<file path="src/rtl/uart_pkg.sv">
// Shared UART definitions: receiver state encoding and common constants.
// ASCII_NEWLINE is also consumed by the receive sound controller.
package uart_pkg;

  typedef enum logic [2:0] {
    IDLE,
    START,
    DATA,
    STOP,
    BREAK
  } rx_state_t;

  localparam int DEFAULT_CLKS_PER_BIT = 5208;

  localparam logic [7:0] ASCII_NEWLINE = 8'h0A;

endpackage

</file>
<file path="src/rtl/sync_2ff.sv">
// Two-flop synchronizer for one asynchronous bit; both flops take RESET_VAL on reset.
module sync_2ff #(
  parameter logic RESET_VAL = 1'b1
) (
  input  logic FPGA_clock,
  input  logic reset,
  input  logic async_bit,
  output logic sync_bit
);

  logic meta;

  always_ff @(posedge FPGA_clock) begin
    if (reset) begin
      meta     <= RESET_VAL;
      sync_bit <= RESET_VAL;
    end else begin
      meta     <= async_bit;
      sync_bit <= meta;
    end
  end

endmodule

</file>
<file path="src/rtl/uart_rx_deserializer.sv">
// 8N1 UART receiver: samples each bit at its center and delivers good bytes
// with a one-cycle strobe, flagging bad stop bits and riding out line breaks.
module uart_rx_deserializer
  import uart_pkg::*;
#(
  parameter int CLKS_PER_BIT = DEFAULT_CLKS_PER_BIT
) (
  input  logic       FPGA_clock,
  input  logic       reset,
  input  logic       serial_rx,
  output logic [7:0] text_rx,
  output logic       text_ready_rx,
  output logic       frame_error,
  output logic       rx_busy
);

  localparam int CW   = $clog2(CLKS_PER_BIT);
  localparam int HALF = CLKS_PER_BIT / 2;
  localparam logic [CW-1:0] HALF_M1  = CW'(HALF - 1);
  localparam logic [CW-1:0] LAST_CNT = CW'(CLKS_PER_BIT - 1);
  localparam logic [CW-1:0] CNT_ONE  = CW'(1);

  rx_state_t     state, state_n;
  logic [CW-1:0] cnt, cnt_n;
  logic [2:0]    idx, idx_n;
  logic [7:0]    shreg, shreg_n;
  logic [7:0]    text_n;
  logic          ready_n, ferr_n;
  logic          rx_s;

  sync_2ff #(.RESET_VAL(1'b1)) u_sync (
    .FPGA_clock (FPGA_clock),
    .reset      (reset),
    .async_bit  (serial_rx),
    .sync_bit   (rx_s)
  );

  always_ff @(posedge FPGA_clock) begin
    if (reset) begin
      state         <= IDLE;
      cnt           <= '0;
      idx           <= '0;
      shreg         <= '0;
      text_rx       <= 8'h00;
      text_ready_rx <= 1'b0;
      frame_error   <= 1'b0;
    end else begin
      state         <= state_n;
      cnt           <= cnt_n;
      idx           <= idx_n;
      shreg         <= shreg_n;
      text_rx       <= text_n;
      text_ready_rx <= ready_n;
      frame_error   <= ferr_n;
    end
  end

  always_comb begin
    state_n = state;
    cnt_n   = cnt;
    idx_n   = idx;
    shreg_n = shreg;
    text_n  = text_rx;
    ready_n = 1'b0;
    ferr_n  = 1'b0;

    case (state)
      IDLE: begin
        if (!rx_s) begin
          cnt_n   = '0;
          state_n = START;
        end
      end

      // A start bit that is high again at mid-bit was only a glitch.
      START: begin
        if (cnt == HALF_M1) begin
          cnt_n = '0;
          if (!rx_s) begin
            idx_n   = 3'd0;
            state_n = DATA;
          end else begin
            state_n = IDLE;
          end
        end else begin
          cnt_n = cnt + CNT_ONE;
        end
      end

      DATA: begin
        if (cnt == LAST_CNT) begin
          cnt_n   = '0;
          shreg_n = {rx_s, shreg[7:1]};
          if (idx == 3'd7) begin
            state_n = STOP;
          end else begin
            idx_n = idx + 3'd1;
          end
        end else begin
          cnt_n = cnt + CNT_ONE;
        end
      end

      STOP: begin
        if (cnt == LAST_CNT) begin
          cnt_n = '0;
          if (rx_s) begin
            text_n  = shreg;
            ready_n = 1'b1;
            state_n = IDLE;
          end else begin
            ferr_n  = 1'b1;
            state_n = BREAK;
          end
        end else begin
          cnt_n = cnt + CNT_ONE;
        end
      end

      // A held-low line must return high before another start bit counts.
      BREAK: begin
        if (rx_s) begin
          state_n = IDLE;
        end
      end

      default: begin
        state_n = IDLE;
      end
    endcase
  end

  assign rx_busy = (state != IDLE);

endmodule

</file>
<file path="config.mk">
export PLATFORM = sky130hd
export DESIGN_NAME = uart_rx_deserializer
export DESIGN_NICKNAME = d
export VERILOG_FILES = /design/src/rtl/uart_pkg.sv /design/src/rtl/sync_2ff.sv /design/src/rtl/uart_rx_deserializer.sv
export SDC_FILE = /design/constraint.sdc
export NUM_CORES = 1
export LEC_CHECK = 0
export ABC_CLOCK_PERIOD_IN_PS = 2300
export BUFFER_PORTS_ARGS = -buffer_cell sky130_fd_sc_hd__buf_4
export CAP_MARGIN = 30
export CORE_AREA = 2 2 65 79
export CTS_CLUSTER_DIAMETER = 50
export CTS_CLUSTER_SIZE = 24
export DETAILED_ROUTE_END_ITERATION = 10
export DIE_AREA = 0 0 67 81
export PLACE_DENSITY_LB_ADDON = 0.1
export REMOVE_ABC_BUFFERS = 1
export SLEW_MARGIN = 10
export SYNTH_ARGS = -nofsm -noshare
export SYNTH_HDL_FRONTEND = slang
export SYNTH_HIERARCHICAL = 1
export SYNTH_SLANG_ARGS = --single-unit
</file>
<file path="constraint.sdc">
create_clock -name FPGA_clock -period 2.3 [get_ports FPGA_clock]
set_input_delay 0.345 -clock FPGA_clock [delete_from_list [all_inputs] [get_ports FPGA_clock]]
set_output_delay 0.345 -clock FPGA_clock [all_outputs]
set_load 0.02 [all_outputs]
</file>
==> impl_metrics.env <==
export IMPL_fin_cells=284
export IMPL_setup_viol=0
export IMPL_cts_resized=0
export IMPL_yosysTopAreaCell="dfxtp_1"
export IMPL_finalCritPeriodShare_pct=91.4
export IMPL_num_fill_cells=502
export IMPL_power_density_nw_per_um2=650
export IMPL_maxSlewViolCount=0
export IMPL_antenna_found_initial=0
export IMPL_yosys_cell_count_top_type="dfxtp_1"
export IMPL_critical_path_endpoint_type="register"
export IMPL_arrival_ns=2.32
export IMPL_cts_root_buf="clkbuf_8"
export IMPL_use_met3_pct=4.71
export IMPL_n_antenna_cell=0
export IMPL_grt_use_met1_pct=19.9
export IMPL_multiInputGateArea_um2=1030
export IMPL_grt_max_degree=38
export IMPL_async_flop_share_pct=0
export IMPL_nNetsFinal=229
export IMPL_hp_class="input port to register"
export IMPL_grt_pass1_wl_mm=6.66
export IMPL_postCtsSetupRepairBufs=0
export IMPL_area_growth_pct=14.0
export IMPL_insertion_delay_ns=0.29
export IMPL_fin_util_pct=45.3
export IMPL_antenna_left=0
export IMPL_p_leak_nw=0.762
export IMPL_ys_flop_type="dfxtp_1"
export IMPL_vdd_drop_max_mv=0.516
export IMPL_layout_drive_gt1_share_pct=16.1
export IMPL_holdWs_ns=0.231
export IMPL_dieArea_um2=5430
export IMPL_min_period_ns=2.10
export IMPL_outcome="finished clean"
export IMPL_cts_sinks=39
export IMPL_clock_path_buffers=2
export IMPL_worstPathRequired_ns=2.52
export IMPL_drc=0
export IMPL_synth_common_cells="dfxtp_1 (39), nor2_1 (29), mux2i_1 (18), nand2_1 (14), a21oi_1 (13)"
export IMPL_critPathKind="register to register"
export IMPL_h_tree_depth=2
export IMPL_rsz0062_at_grt="no"
export IMPL_synth_seq_cells=39
export IMPL_skew_ns=0.00631
export IMPL_cts_inserted_buffers=5
export IMPL_seq_area_frac_synth_pct=41.3
export IMPL_finalSetupTns_ns=0
export IMPL_critical_path_max_stage_delay_ns=0.52
export IMPL_io_pins=14
export IMPL_start_util_pct=39.7
export IMPL_die_w_um=67
export IMPL_clk_pin_slew_ns=0.08
export IMPL_first_global_vias=1412
export IMPL_drt_pass1_iter_count=6
export IMPL_synth_distinct_cells=45
export IMPL_crit_fanout=6
export IMPL_post_dp_hpwl_mm=2.74
export IMPL_postCtsHoldBufs=0
export IMPL_finalHoldViolCount=0
export IMPL_met2_usage_pct=26.9
export IMPL_yosysWarnings=6
export IMPL_syn_area_per_cell_um2=8.97
export IMPL_placed_cells=276
export IMPL_busiest_layer="met2"
export IMPL_worst_pin_slew_ns=0.560
export IMPL_syn_inst=211
export IMPL_regArea_um2=781
export IMPL_syn_area_um2=1890
export IMPL_drt_wl_total_mm=3.98
export IMPL_synth_edf_count=0
export IMPL_gp_congestion=0.817
export IMPL_start_kind="register"
export IMPL_synth_top_cell_area_share_pct=41.3
export IMPL_fmax_mhz=476
export IMPL_cts_tree="built"
export IMPL_grt_use_total_pct=16.3
export IMPL_overflow=0
export IMPL_io_buffers=13
export IMPL_drv_cap=0
export IMPL_via_per_inst=5.54
export IMPL_die_y_um=81
export IMPL_drt_initial_drc_count=43
export IMPL_fp_row_count=28
export IMPL_vias=1572
export IMPL_cp_slowest_cell="o31ai_1"
export IMPL_yosys_top_cells_area="dfxtp_1 (41%), mux2i_1 (9.5%), nor2_1 (5.8%), a21oi_1 (3.4%), nand3_1 (3.2%)"
export IMPL_path_cells="ha_1, nor3b_2, nand4_1, o31ai_1, nand3_1, a21oi_1"
export IMPL_relSlewSlack_pct=62.4
export IMPL_core_area_um2=4760
export IMPL_wl_per_cell_um=14.0
-- sequential cells by signal, indices dropped and copies added, names as in the netlist --
name             cells
state                3
u_sync/sync_bit      1
frame_error          1
idx                  3
text_rx              8
cnt                 13
shreg                8
u_sync/meta          1
text_ready_rx        1
-- cell usage in the layout (no fill, tap or decap), types with 2 or more instances in the layout --
| cell | n |
|---|---|
| dfxtp_1 | 39 |
| nor2_1 | 29 |
| mux2i_1 | 18 |
| buf_4 | 18 |
| nand2_1 | 14 |
| a21oi_1 | 13 |
| nand3_1 | 12 |
| o21ai_0 | 9 |
| a31oi_1 | 8 |
| or3_1 | 5 |
| nand3b_1 | 5 |
| clkbuf_8 | 5 |
| nand2b_1 | 4 |
| nor2b_1 | 3 |
| and3_1 | 3 |
| a41oi_1 | 3 |
| ha_1 | 3 |
| and4bb_1 | 2 |
| nand4_1 | 2 |
| o2bb2ai_2 | 2 |
| nor3_1 | 2 |
| bufinv_16 | 2 |
| or2_1 | 2 |
-- path summary, 6_finish.rpt --
check              start               to  slack [ns]  cells past startpoint
min            serial_rx      u_sync/meta        0.23                      2
max               cnt[0]           idx[1]        0.20                      6
min reg2reg  u_sync/meta  u_sync/sync_bit        0.41                      1
max reg2reg       cnt[0]           idx[1]        0.20                      6
-- routing by layer --
metal	part of all wire, %	up-vias
met5	0	-
met4	1.6	0
met3	4.3	7
met2	49	34
met1	45	749
li1	-	782
-- kinds of logic (layout without fill, tap and decap cells) --
| logic type | after synthesis | in the layout | synth area share [%] |
|---|---|---|---|
| xor gates and xnor gates | 1 | 1 | 0.463 |
| adders and majority gates | 3 | 3 | 1.98 |
| AOI/OAI and AO/OA | 41 | 41 | 14.4 |
| muxes | 18 | 18 | 9.52 |
| DFF | 39 | 39 | 41.3 |
| buffers and inverters | 14 | 27 | 4.50 |
| and+or+nand+nor | 95 | 95 | 27.9 |
-- report_power, final --
part	switching, mW	internal, mW	total (mW)
logic	0.0290	0.0136	0.0426
clock network	0.245	0.433	0.678
registers	0.00426	0.678	0.682
-- metrics by stage --
step	power (mW)	setup slack, ns	cell area (um2)
floorplan	0.718	0.384	1810
global placement	0.739	0.349	2020
detailed placement	0.740	0.253	2020
CTS	1.42	0.212	2160
global route	1.46	0.0141	2160
finish	1.40	0.197	2160
-- critical path: cells and delay by family, from the launching register on --
family	cells	cell delay (ns)
flops	1	0.40
fa+ha+maj	1	0.23
simple gates	3	0.73
compound gates	2	0.67
-- final cells by class --
cell class	count	area share, %
inverters	1	0.174
clock buffers	5	3.19
repair buffers	18	6.26
multi-input cells	158	47.6
flip-flops and latches	39	36.2
clock inverters	3	3.13
well taps	60	3.48
Power figures use the tool's default switching activity.
